File: config.mk
export PLATFORM = sky130hd
export DESIGN_NAME = ysyx_22040088_lsu
export DESIGN_NICKNAME = d
export VERILOG_FILES = /design/src/rtl/ysyx_22040088_pkg.sv /design/src/rtl/ysyx_22040088_lsu_align.sv /design/src/rtl/ysyx_22040088_lsu.sv
export SDC_FILE = /design/constraint.sdc
export NUM_CORES = 1
export LEC_CHECK = 0
export BUFFER_PORTS_ARGS = -buffer_cell sky130_fd_sc_hd__clkbuf_2
export CAP_MARGIN = 30
export CORE_MARGIN = 4
export CORE_UTILIZATION = 53
export CTS_CLUSTER_SIZE = 24
export DETAILED_ROUTE_END_ITERATION = 8
export PLACE_DENSITY = 0.87
export SYNTH_ARGS = -nofsm -noshare
export SYNTH_HDL_FRONTEND = slang
export SYNTH_HIERARCHICAL = 1
export SYNTH_SLANG_ARGS = --single-unit
File: constraint.sdc
create_clock -name clk -period 4.7 [get_ports clk]
set_clock_uncertainty 0.05 [all_clocks]
set_input_delay 1.175 -clock clk [delete_from_list [all_inputs] [get_ports clk]]
set_output_delay 1.175 -clock clk [all_outputs]
set_load 0.01 [all_outputs]
File: src/rtl/ysyx_22040088_pkg.sv
// Shared LSU definitions: access-size encodings, sel_rfres bit positions,
// the LSU state enum and a mask-to-size decoder.
package ysyx_22040088_pkg;

  localparam logic [3:0] MASK_8B = 4'b0001;
  localparam logic [3:0] MASK_4B = 4'b0010;
  localparam logic [3:0] MASK_2B = 4'b0100;
  localparam logic [3:0] MASK_1B = 4'b1000;

  localparam int SEL_SEXT_BIT = 1;
  localparam int SEL_ZEXT_BIT = 2;

  typedef enum logic [1:0] {
    LSU_IDLE,
    LSU_REQ,
    LSU_WAIT,
    LSU_DONE
  } lsu_state_e;

  typedef enum logic [1:0] {
    SIZE_8B,
    SIZE_4B,
    SIZE_2B,
    SIZE_1B
  } lsu_size_e;

  // An all-zero mask falls through to a doubleword access.
  function automatic lsu_size_e decode_size(input logic [3:0] mask);
    lsu_size_e sz;
    if ((mask & MASK_1B) != 4'b0000)      sz = SIZE_1B;
    else if ((mask & MASK_2B) != 4'b0000) sz = SIZE_2B;
    else if ((mask & MASK_4B) != 4'b0000) sz = SIZE_4B;
    else                                  sz = SIZE_8B;
    return sz;
  endfunction

endpackage

File: src/rtl/ysyx_22040088_lsu_align.sv
// Combinational lane logic for the LSU: misalignment detection, store strobe
// and data shifting, and load extraction with sign/zero extension.
module ysyx_22040088_lsu_align
  import ysyx_22040088_pkg::*;
(
  input  logic [2:0]  addr_lo_i,
  input  logic [3:0]  mask_i,
  input  logic        sext_i,
  input  logic        zext_i,
  input  logic [63:0] wdata_i,
  input  logic [63:0] rdata_i,
  output logic        misalign_o,
  output logic [7:0]  wstrb_o,
  output logic [63:0] wdata_o,
  output logic [63:0] ldata_o
);

  lsu_size_e   size;
  logic [5:0]  shamt;
  logic [63:0] rshift;
  logic [7:0]  strbBase;
  logic        signFill;

  always_comb begin
    size       = decode_size(mask_i);
    shamt      = {addr_lo_i, 3'b000};
    rshift     = rdata_i >> shamt;
    signFill   = sext_i & ~zext_i;
    misalign_o = 1'b0;
    strbBase   = 8'h00;
    ldata_o    = '0;
    case (size)
      SIZE_8B: begin
        misalign_o = |addr_lo_i;
        strbBase   = 8'hFF;
        ldata_o    = rdata_i;
      end
      SIZE_4B: begin
        misalign_o = |addr_lo_i[1:0];
        strbBase   = 8'h0F;
        ldata_o    = {{32{signFill & rshift[31]}}, rshift[31:0]};
      end
      SIZE_2B: begin
        misalign_o = addr_lo_i[0];
        strbBase   = 8'h03;
        ldata_o    = {{48{signFill & rshift[15]}}, rshift[15:0]};
      end
      SIZE_1B: begin
        misalign_o = 1'b0;
        strbBase   = 8'h01;
        ldata_o    = {{56{signFill & rshift[7]}}, rshift[7:0]};
      end
      default: begin
        misalign_o = 1'b0;
      end
    endcase
    wstrb_o = strbBase << addr_lo_i;
    wdata_o = wdata_i << shamt;
  end

endmodule

File: src/rtl/ysyx_22040088_lsu.sv
// Load/store unit: latches one access from the pipeline, runs a valid/ready
// request and a response wait on the memory bus, and reports completion.
module ysyx_22040088_lsu
  import ysyx_22040088_pkg::*;
#(
  parameter int BUS_W = 64
) (
  input  logic               clk,
  input  logic               rst,
  input  logic               mem_ena,
  input  logic               mem_wen,
  input  logic [3:0]         mem_mask,
  input  logic [2:0]         sel_rfres,
  input  logic [63:0]        addr,
  input  logic [BUS_W-1:0]   wdata,
  output logic               stall,
  output logic [BUS_W-1:0]   ldata,
  output logic               done,
  output logic               misalign,
  output logic               bus_req_valid,
  input  logic               bus_req_ready,
  output logic [63:0]        bus_addr,
  output logic               bus_wen,
  output logic [BUS_W-1:0]   bus_wdata,
  output logic [BUS_W/8-1:0] bus_wstrb,
  input  logic               bus_resp_valid,
  input  logic [BUS_W-1:0]   bus_rdata
);

  lsu_state_e       state_q, state_d;
  logic [63:0]      addr_q, addr_d;
  logic [BUS_W-1:0] wdata_q, wdata_d;
  logic [BUS_W-1:0] rdata_q, rdata_d;
  logic [3:0]       mask_q, mask_d;
  logic             wen_q, wen_d;
  logic             sext_q, sext_d;
  logic             zext_q, zext_d;
  logic             misalign_q, misalign_d;

  logic [2:0]       alAddrLo;
  logic [3:0]       alMask;
  logic             alMisalign;
  logic [7:0]       alWstrb;
  logic [63:0]      alWdata;
  logic [63:0]      alLdata;
  logic             unused_sel;

  assign unused_sel = sel_rfres[0];

  // In IDLE the misalignment check must look at the incoming access.
  assign alAddrLo = (state_q == LSU_IDLE) ? addr[2:0] : addr_q[2:0];
  assign alMask   = (state_q == LSU_IDLE) ? mem_mask  : mask_q;

  ysyx_22040088_lsu_align u_align (
    .addr_lo_i  (alAddrLo),
    .mask_i     (alMask),
    .sext_i     (sext_q),
    .zext_i     (zext_q),
    .wdata_i    (wdata_q),
    .rdata_i    (rdata_q),
    .misalign_o (alMisalign),
    .wstrb_o    (alWstrb),
    .wdata_o    (alWdata),
    .ldata_o    (alLdata)
  );

  always_ff @(posedge clk) begin
    if (rst) begin
      state_q    <= LSU_IDLE;
      addr_q     <= '0;
      wdata_q    <= '0;
      rdata_q    <= '0;
      mask_q     <= '0;
      wen_q      <= 1'b0;
      sext_q     <= 1'b0;
      zext_q     <= 1'b0;
      misalign_q <= 1'b0;
    end else begin
      state_q    <= state_d;
      addr_q     <= addr_d;
      wdata_q    <= wdata_d;
      rdata_q    <= rdata_d;
      mask_q     <= mask_d;
      wen_q      <= wen_d;
      sext_q     <= sext_d;
      zext_q     <= zext_d;
      misalign_q <= misalign_d;
    end
  end

  always_comb begin
    state_d    = state_q;
    addr_d     = addr_q;
    wdata_d    = wdata_q;
    rdata_d    = rdata_q;
    mask_d     = mask_q;
    wen_d      = wen_q;
    sext_d     = sext_q;
    zext_d     = zext_q;
    misalign_d = misalign_q;
    case (state_q)
      LSU_IDLE: begin
        if (mem_ena) begin
          addr_d     = addr;
          wdata_d    = wdata;
          rdata_d    = '0;
          mask_d     = mem_mask;
          wen_d      = mem_wen;
          sext_d     = sel_rfres[SEL_SEXT_BIT];
          zext_d     = sel_rfres[SEL_ZEXT_BIT];
          misalign_d = alMisalign;
          state_d    = alMisalign ? LSU_DONE : LSU_REQ;
        end
      end
      LSU_REQ: begin
        if (bus_req_ready) state_d = LSU_WAIT;
      end
      LSU_WAIT: begin
        if (bus_resp_valid) begin
          if (!wen_q) rdata_d = bus_rdata;
          state_d = LSU_DONE;
        end
      end
      LSU_DONE: begin
        state_d = LSU_IDLE;
      end
      default: begin
        state_d = LSU_IDLE;
      end
    endcase
  end

  // Every output is forced low while reset is held, whatever the state.
  always_comb begin
    stall         = 1'b0;
    done          = 1'b0;
    misalign      = 1'b0;
    ldata         = '0;
    bus_req_valid = 1'b0;
    bus_addr      = '0;
    bus_wen       = 1'b0;
    bus_wdata     = '0;
    bus_wstrb     = '0;
    if (!rst) begin
      stall = mem_ena & (state_q != LSU_DONE);
      if (state_q == LSU_REQ) begin
        bus_req_valid = 1'b1;
        bus_addr      = {addr_q[63:3], 3'b000};
        bus_wen       = wen_q;
        bus_wdata     = alWdata;
        bus_wstrb     = alWstrb;
      end
      if (state_q == LSU_DONE) begin
        done     = 1'b1;
        misalign = misalign_q;
        if (!wen_q && !misalign_q) ldata = alLdata;
      end
    end
  end

endmodule

; ---- Word-level counts from Yosys, hierarchy flattened
; Index checks and enable logic that the tools add are counted.
; W data, S select, Z words.
[classes]
reduce_logical = 11
n_eq_ne = 11
n_mux = 35
bitwise_logic = 6
shifts = 3
[ops]
columns = cell, n
row1 = $mux W64, 10
row2 = $pmux W64 S4, 1
row3 = $pmux W64 S2, 1
row4 = $shl A64 B6 Y64, 1
row5 = $shr A64 B6 Y32, 1
row6 = $pmux W8 S4, 1
row7 = $mux W8, 2
row8 = $mux W2, 6
row9 = $mux W1, 10
row10 = $ne A2 B2 Y1 const B, 5
row11 = $eq A2 B2 Y1 const B, 4
row12 = $pmux W2 S4, 1
row13 = $shl A8 B3 Y8, 1
row14 = $and A1 B1 Y1, 5
row15 = $eq A2 B1 Y1 const B, 2
row16 = $logic_not A2 Y1, 2
row17 = $mux W4, 1
row18 = $pmux W1 S4, 1
row19 = $reduce_and A4 Y1, 1
row20 = $mux W3, 1
row21 = $reduce_and A3 Y1, 1
row22 = $reduce_or A3 Y1, 1
row23 = $logic_not A1 Y1, 2
row24 = $reduce_and A2 Y1, 1
row25 = other kinds (4), 4
[totals]
regBits = 202
word_cells = 75
in_bits = 205
output_inout_bits = 205

; ---- Longest topological paths before layout
; Gate-level depths: netlist of run 1.
[logic_depth]
word_depth = 10
depth_mapped = 14
mapped_depth_nobuf = 10

; ---- Cells and area by module
; Netlist of run 1, hierarchy kept.
[modules_own_cells]
columns = mod, area_per_inst_um2, seq_area_each_um2, instances, cells_per_inst
row1 = ysyx_22040088_lsu, 9321.4, 4043.9, 1, 1134
row2 = ysyx_22040088_lsu_align, 4200.3, 0.0, 1, 582

; ---- Worst setup path after synthesis of run 1
; OpenSTA, ideal clock, no wires.
[synth_path]
path_type = input to output
startpoint = input addr[0]
endpoint = output ldata[24]
required_time_ns = 3.475
path_slack_ns = 0.632
arrival_ns = 2.843
stages = 9
path_buffers = 3
path_cell_list = mux2_2 buf_6 nand2b_1 a221oi_1 nand4_1 buf_2 buf_2 o211ai_1 and2_1
[synth_via]
elab_chain_len = 7
word_cells_on_any_way = 8
classes_between = shift (1) / mux (5) / bitwise (2)
[synth_rtl]
columns = item, line
row1 = "start, declared", ysyx_22040088_lsu.sv:14  ; input logic [63:0] addr,
row2 = $mux W3 (*), ysyx_22040088_lsu.sv:51  ; assign alAddrLo = (state_q == LSU_IDLE) ? addr[2:0] : addr_q[2:0];
row3 = $shr A64 B6 Y32 (*), ysyx_22040088_lsu_align.sv:27  ; rshift = rdata_i >> shamt;
row4 = "$and A1 B1 Y1, on equally long branches", "ysyx_22040088_lsu_align.sv:51, ysyx_22040088_lsu_align.sv:46"
row5 = $pmux W64 S4 (*), ysyx_22040088_lsu_align.sv:32  ; case (size)
row6 = net alLdata[24], ysyx_22040088_lsu.sv:45  ; logic [63:0] alLdata;
row7 = $mux W64 (*), ysyx_22040088_lsu.sv:156  ; if (!wen_q && !misalign_q) ldata = alLdata;
row8 = $mux W64 (*), ysyx_22040088_lsu.sv:153  ; if (state_q == LSU_DONE) begin
row9 = $mux W64 (*), ysyx_22040088_lsu.sv:144  ; if (!rst) begin
row10 = "end, declared", ysyx_22040088_lsu.sv:17  ; output logic [BUS_W-1:0] ldata,
; Mark *: on every way through the listed nets, which the timed path passes. The rest lies on a longest branch.

; ---- Worst setup path in the final report of run 1
[layout_path]
startpoint = register state_q[1]
endpoint = output ldata[9]
[layout_via]
word_cells_on_any_way = 17
classes_between = eq/ne (4) / shift (1) / mux (9) / bitwise (1) / reduce/logical (2)
[layout_rtl]
columns = item, line
row1 = "start, declared", ysyx_22040088_lsu.sv:30  ; lsu_state_e state_q, state_d;
row2 = "start signal, assigned", ysyx_22040088_lsu.sv:79  ; state_q <= state_d;
row3 = $logic_not A2 Y1 (*), ysyx_22040088_lsu.sv:51
row4 = $mux W3 (*), ysyx_22040088_lsu.sv:51
row5 = net alAddrLo[0], ysyx_22040088_lsu.sv:40  ; logic [2:0] alAddrLo;
row6 = $shr A64 B6 Y32 (*), ysyx_22040088_lsu_align.sv:27
row7 = $and A1 B1 Y1, ysyx_22040088_lsu_align.sv:51  ; ldata_o = {{56{signFill & rshift[7]}}, rshift[7:0]};
row8 = $pmux W64 S4 (*), ysyx_22040088_lsu_align.sv:32
row9 = net alLdata[9], ysyx_22040088_lsu.sv:45
row10 = $mux W64 (*), ysyx_22040088_lsu.sv:156
row11 = $mux W64 (*), ysyx_22040088_lsu.sv:153
row12 = $mux W64 (*), ysyx_22040088_lsu.sv:144
; Marked as above.

==> flow_summary_export.csv, run 1 <==
group,metric,value,unit
run_status,outcome,"complete, no violations",
cts,cts_setup_buffers,0,
power_and_ir_drop,power.total,0.00776,W
power_and_ir_drop,powerDensity,477,mW/mm²
cts,clk_latency,0.52,ns
routing,num_vias,13743,
cells_and_area,drive_gt1_share,27.8,%
worst_hold_path,holdCritPathClass,"reg -> reg",
setup_path,cp.required,3.47,ns
floorplanning,design.die.area,0.0280,mm²
cells_and_area,finalNonFillerCells,2366,
sta,maxSlewViolCount,0,
place,hpwl,34.1,mm
cts,clk_path_buf_depth,3,
sta,setup_violations,0,
setup_path,reg2reg_slack,1.61,ns
sta,hold_violations,0,
cells_and_area,fin_area,0.0163,mm²
yosys,syn_area_per_cell,7.88,µm²
cts,cts_tree,"yes",
floorplanning,core-area,0.0251,mm²
routing,post-route-drc-count,0,
setup_path,slowest_stage,"mux4_2",
global_route,grt_usage,31.2,%
setup_path,endpoint_kind,"output port",
sta,final.setup.tns,0,ns
setup_path,critPathArrivalTime,3.31,ns
cts,clk_pin_slew,0.06,ns
setup_path,cp_cell_sequence,"inv_2 -> ha_4 -> mux2_8 -> buf_12 -> buf_4 -> mux4_2 -> nor2_1 -> a211o_1 -> nand3_2 -> and2_1 -> clkbuf_2",
setup_path,critical_path.max_fanout,42,
setup_path,critPathLaunchType,"register",
routing,firstDrtPassIters,5,
routing,ant_nets,0,
cells_and_area,areaGrowthSynthToFinish,20.7,%
floorplanning,start_util,53.7,%
cells_and_area,finalNetCount,2231,
setup_path,slowest_delay,0.51,ns
floorplanning,ios,410,
routing,post_drt_wl_per_cell,19.8,µm
place,placed_area,0.0155,mm²
cts,cts_inserted_buffers,23,
routing,drt_iter0_markers,1403,
place,gp_congestion,0.980,
sta,grt_setup_unrepaired,"no",
sta,fin_crit,4.53,ns
power_and_ir_drop,power.leakage,7.23,nW
cells_and_area,diodes,0,
cts,cts-root-buf,"clkbuf_16",
floorplanning,die-height,167,µm
cts,cts.sinks,201,
place,dp.cells,2323,
yosys,synthCells,1711,
sta,max_freq,221,MHz
yosys,syn-cell-area,0.0135,mm²
sta,tightestPinTransition,0.921,ns
setup_path,crit_type,"reg -> out",
power_and_ir_drop,max-vdd-ir-drop,0.000532,V
place,portBuffers,404,
cts,htreeDepth,1,
sta,relSlewSlack,38.6,%
floorplanning,die_w,167,µm
routing,routed_wl,46.8,mm
sta,final_min_period_over_clock_period,96.4,%
routing,viasPerCell,5.81,
global_route,grt_pass1_wl,71.6,mm
sta,hold_ws,0.398,ns
global_route,antenna_found_initial,0,
global_route,grt_pass1_vias,13126,
floorplanning,rows,58,
run,drv_cap,0,
global_route,gr-total-overflow,0,
yosys,yosys_warnings,6,
global_route,grt_max_degree,98,
report_power, final:
part           total (W)  switching [W]  leakage (nW)  internal, W
registers        0.00231       0.000312          1.64      0.00199
clock network    0.00178       0.000747         0.356      0.00103
logic            0.00368        0.00219          5.23      0.00149
critical path, delay by kind of cell, from the launching register on:
kind / cells / cell delay, ns
mux: 2 / 0.85
buf+inv: 4 / 0.79
fa+ha+maj: 1 / 0.22
flops: 1 / 0.45
simple gates: 3 / 0.32
compound gates: 1 / 0.13
path summary, 6_finish.rpt:
path | from | end | cells past startpoint
worst max-delay path | state_q[1]$_SDFFE_PP0P_ | ldata[9] | 11
worst min register to register | addr_q[62]$_SDFFE_PP0P_ | addr_q[62]$_SDFFE_PP0P_ | 2
worst min-delay path | addr_q[62]$_SDFFE_PP0P_ | addr_q[62]$_SDFFE_PP0P_ | 2
worst max register to register | state_q[1]$_SDFFE_PP0P_ | state_q[1]$_SDFFE_PP0P_ | 12
what timing repair did:
action | in CTS | in global routing
setup endpoints to repair | 57 | 58
cloned | 0 | 1
hold buffers | 0 | 0
resized for setup | 2 | 8
hold endpoints to repair | 0 | 0
pin swaps | 0 | 0
cell usage in the layout, fill, tap and decap left out, types with 6 or more instances in the layout:
cell	n
a21oi_1	176
a2bb2oi_1	10
a31oi_1	7
a32o_1	8
and2_1	217
buf_12	6
buf_4	33
clkbuf_1	6
clkbuf_16	24
clkbuf_2	403
dfxtp_1	201
mux2_2	22
mux2i_1	146
mux4_2	29
nand2_1	349
nand2b_1	71
nand3b_1	60
nand4_1	28
nor2_1	66
nor2b_1	7
o211ai_1	11
o21ai_0	54
o22ai_1	18
state kept, by name, indices dropped and copies added, names as in the netlist:
signal	flops
wen_q	1
sext_q	1
wdata_q	64
state_q	2
misalign_q	1
rdata_q	64
zext_q	1
mask_q	3
addr_q	64
per-stage QoR:
| stage | util, % | setup slack, ns |
|---|---|---|
| floorplan | - | 0.632 |
| global placement | 61.5 | 0.228 |
| detailed placement | 61.6 | 0.205 |
| CTS | 64.6 | 0.0688 |
| global route | 64.8 | 0.0246 |
| finish | 64.8 | 0.168 |
layout make-up:
class / instances / area [µm²]
Fill cell: 2147 / 8830
Multi-Input combinational cell: 1339 / 8590
Sequential cell: 201 / 4020
Timing Repair Buffer: 447 / 2470
Clock buffer: 33 / 653
Tap cell: 330 / 413
Clock inverter: 9 / 95.1
Inverter: 7 / 26.3
routing by layer:
metal  track usage, %  part of all wire (%)
met1             41.4                    40
met2             48.6                    45
met3             8.66                    11
met4             11.9                   3.9
met5                0                     0
Power figures use the tool's default switching activity.
==> run 2: changes to the inputs <==
PLACE_DENSITY = 0.9   (was 0.87)
==> run 2 against run 1 <==
Effect of this change: core utilization grew 1.1 points; register-to-register slack gained 0.07 ns; global-route usage is essentially flat; die area is the same; final cell count grew 0.42%; largest power group unchanged; power grew 5.1%; worst setup slack lost 0.042 ns.
==> flow_summary_export.csv, run 2 (synthesis gave the netlist of run 1 again) <==
group,metric,value,unit
setup_path,crit_type,"reg -> out",
setup_path,critPathLaunchType,"register",
setup_path,critical_path.max_fanout,27,
power_and_ir_drop,switching_share,40.8,%
cells_and_area,ff_latch_area,0.00403,mm²
floorplanning,start_util,53.7,%
floorplanning,design.die.area,0.0280,mm²
routing,post_drt_wl_per_cell,19.8,µm
cells_and_area,reg.largest.list,"addr_q (64), rdata_q (64), wdata_q (64)",
routing,num_vias,13874,
global_route,antenna_found_initial,0,
setup_path,reg2reg_slack,1.68,ns
power_and_ir_drop,max-vdd-ir-drop,0.000431,V
setup_path,r2r_cells,12,
place,placed_area,0.0155,mm²
cells_and_area,diodes,0,
floorplanning,ios,410,
sta,final_min_period_over_clock_period,97.3,%
place,portBuffers,404,
cells_and_area,mostFrequentLayoutCell,"clkbuf_2",
setup_path,setup.worst_path.end,"ldata[45]",
sta,hold_ws,0.399,ns
setup_path,cp.required,3.47,ns
global_route,grt_max_degree,141,
place,place_ws,0.0869,ns
sta,maxSlewViolCount,0,
routing,firstDrtPassIters,7,
run,drv_cap,0,
place,dp.cells,2325,
sta,tightestPinTransition,0.983,ns
cells_and_area,areaGrowthSynthToFinish,22.8,%
power_and_ir_drop,p_sw,0.00333,W
routing,routed_wl,46.9,mm
place,hpwl,33.3,mm
sta,hold_violations,0,
cts,htreeDepth,1,
cells_and_area,most-common-layout-cells,"403 x clkbuf_2, 349 x nand2_1, 217 x and2_1",
setup_path,critPathArrivalTime,3.35,ns
floorplanning,die-height,167,µm
setup_path,rr_startpoint,"state_q[0]$_SDFFE_PP0P_",
global_route,grt_usage,31.2,%
power_and_ir_drop,clockPowerShare,25.5,%
cells_and_area,nFillCells,2065,
cts,hold_buffers,0,
cells_and_area,drive_gt1_share,28.4,%
power_and_ir_drop,p_int,0.00483,W
place,gp_congestion,1.00,
power_and_ir_drop,power.leakage,7.37,nW
global_route,grt_pass1_vias,13213,
setup_path,endpoint_kind,"output port",
sta,fin_crit,4.57,ns
sta,relSlewSlack,34.4,%
routing,drt_iter0_markers,1625,
cts,cts-root-buf,"clkbuf_16",
global_route,gr-total-overflow,0,
cts,clk_path_buf_depth,3,
worst_hold_path,holdCritStartpoint,"addr_q[5]$_SDFFE_PP0P_",
power_and_ir_drop,p_seq_share,28.3,%
run_status,outcome,"complete, no violations",
cts,clk_pin_slew,0.07,ns
worst_hold_path,holdCritPathClass,"reg -> reg",
setup_path,critPathLaunch,"state_q[1]$_SDFFE_PP0P_",
power_and_ir_drop,combPwrFrac,46.2,%
power_and_ir_drop,powerDensity,493,mW/mm²
cts,cts_tree,"yes",
routing,post-route-drc-count,0,
floorplanning,rows,58,
sta,setup_violations,0,
floorplanning,die_w,167,µm
routing,viasPerCell,5.84,
cells_and_area,finalNonFillerCells,2376,
cts,cts_inserted_buffers,24,
cells_and_area,fin_area,0.0166,mm²
global_route,grt_pass1_wl,71.9,mm
cells_and_area,multi_input_area,0.00859,mm²
setup_path,r2r-end,"state_q[1]$_SDFFE_PP0P_",
sta,fin_ws,0.126,ns
cts,cts.sinks,201,
cts,clk_latency,0.54,ns
floorplanning,core-area,0.0251,mm²
cells_and_area,finalNetCount,2241,
routing,ant_nets,0,
sta,max_freq,219,MHz
-- run 2: final cells by class --
class / instances / share of cell area [%]
multi-input combinational: 1339 / 51.9
sequential: 201 / 24.3
clock inverter: 17 / 1.63
tap: 330 / 2.49
inverter: 7 / 0.181
timing repair buffer: 456 / 15.7
clock buffer: 26 / 3.73
-- run 2: power by group through the flow --
| stage | combinational (W) | clock (W) | sequential (W) |
|---|---|---|---|
| final | 0.00377 | 0.00208 | 0.00231 |
| after floorplan | 0.00285 | 0 | 0.00218 |
| after CTS | 0.00363 | 0.00212 | 0.00228 |
| after global routing | 0.00406 | 0.00218 | 0.00233 |
| after global placement | 0.00353 | 0 | 0.00229 |
| after detailed placement | 0.00360 | 0 | 0.00232 |
-- run 2: worst max-delay path, cell delays in order (launching register included) --
cell and delay, ns:
dfxtp_2 0.35, inv_1 0.16, ha_4 0.20, mux2_8 0.43
buf_16 0.22, mux2i_1 0.14, a22oi_1 0.26, nand4_1 0.22
buf_4 0.23, buf_6 0.17, nand4_2 0.10, and2_1 0.16
clkbuf_2 0.14
-- run 2: how the worst min path moves through the flow --
stage / end / slack, ns / cells after the start
2_1_floorplan: addr_q[10]$_SDFFE_PP0P_ / 0.38 / 2
3_3_place_gp: addr_q[57]$_SDFFE_PP0P_ / 0.39 / 2
3_5_place_dp: addr_q[7]$_SDFFE_PP0P_ / 0.39 / 2
4_1_cts: addr_q[42]$_SDFFE_PP0P_ / 0.40 / 2
5_1_grt: addr_q[41]$_SDFFE_PP0P_ / 0.41 / 2
6_report: addr_q[5]$_SDFFE_PP0P_ / 0.40 / 2
-- run 2: stage by stage --
stage | TNS [ns] | total power, W | util [%]
after floorplan | 0 | 0.00503 | -
after global placement | 0 | 0.00582 | 61.7
after detailed placement | 0 | 0.00592 | 61.7
after CTS | 0 | 0.00802 | 65.2
after global routing | -0.00256 | 0.00856 | 65.9
final | 0 | 0.00816 | 65.9
-- run 2: timing repair --
action,CTS,global route
resized for setup,3,10
cloned,0,4
setup buffers,0,3
endpoints found under the setup margin,48,87
-- run 2: routing by layer --
metal / wire, µm / share of wire, % / track usage [%] / vias to the layer above
li1: - / - / - / 6447
met1: 18800 / 40 / 42.6 / 6456
met4: 1960 / 4.2 / 12.3 / 0
met5: 0 / 0 / 0 / -
met2: 20900 / 44 / 47.7 / 838
met3: 5300 / 11 / 7.70 / 133
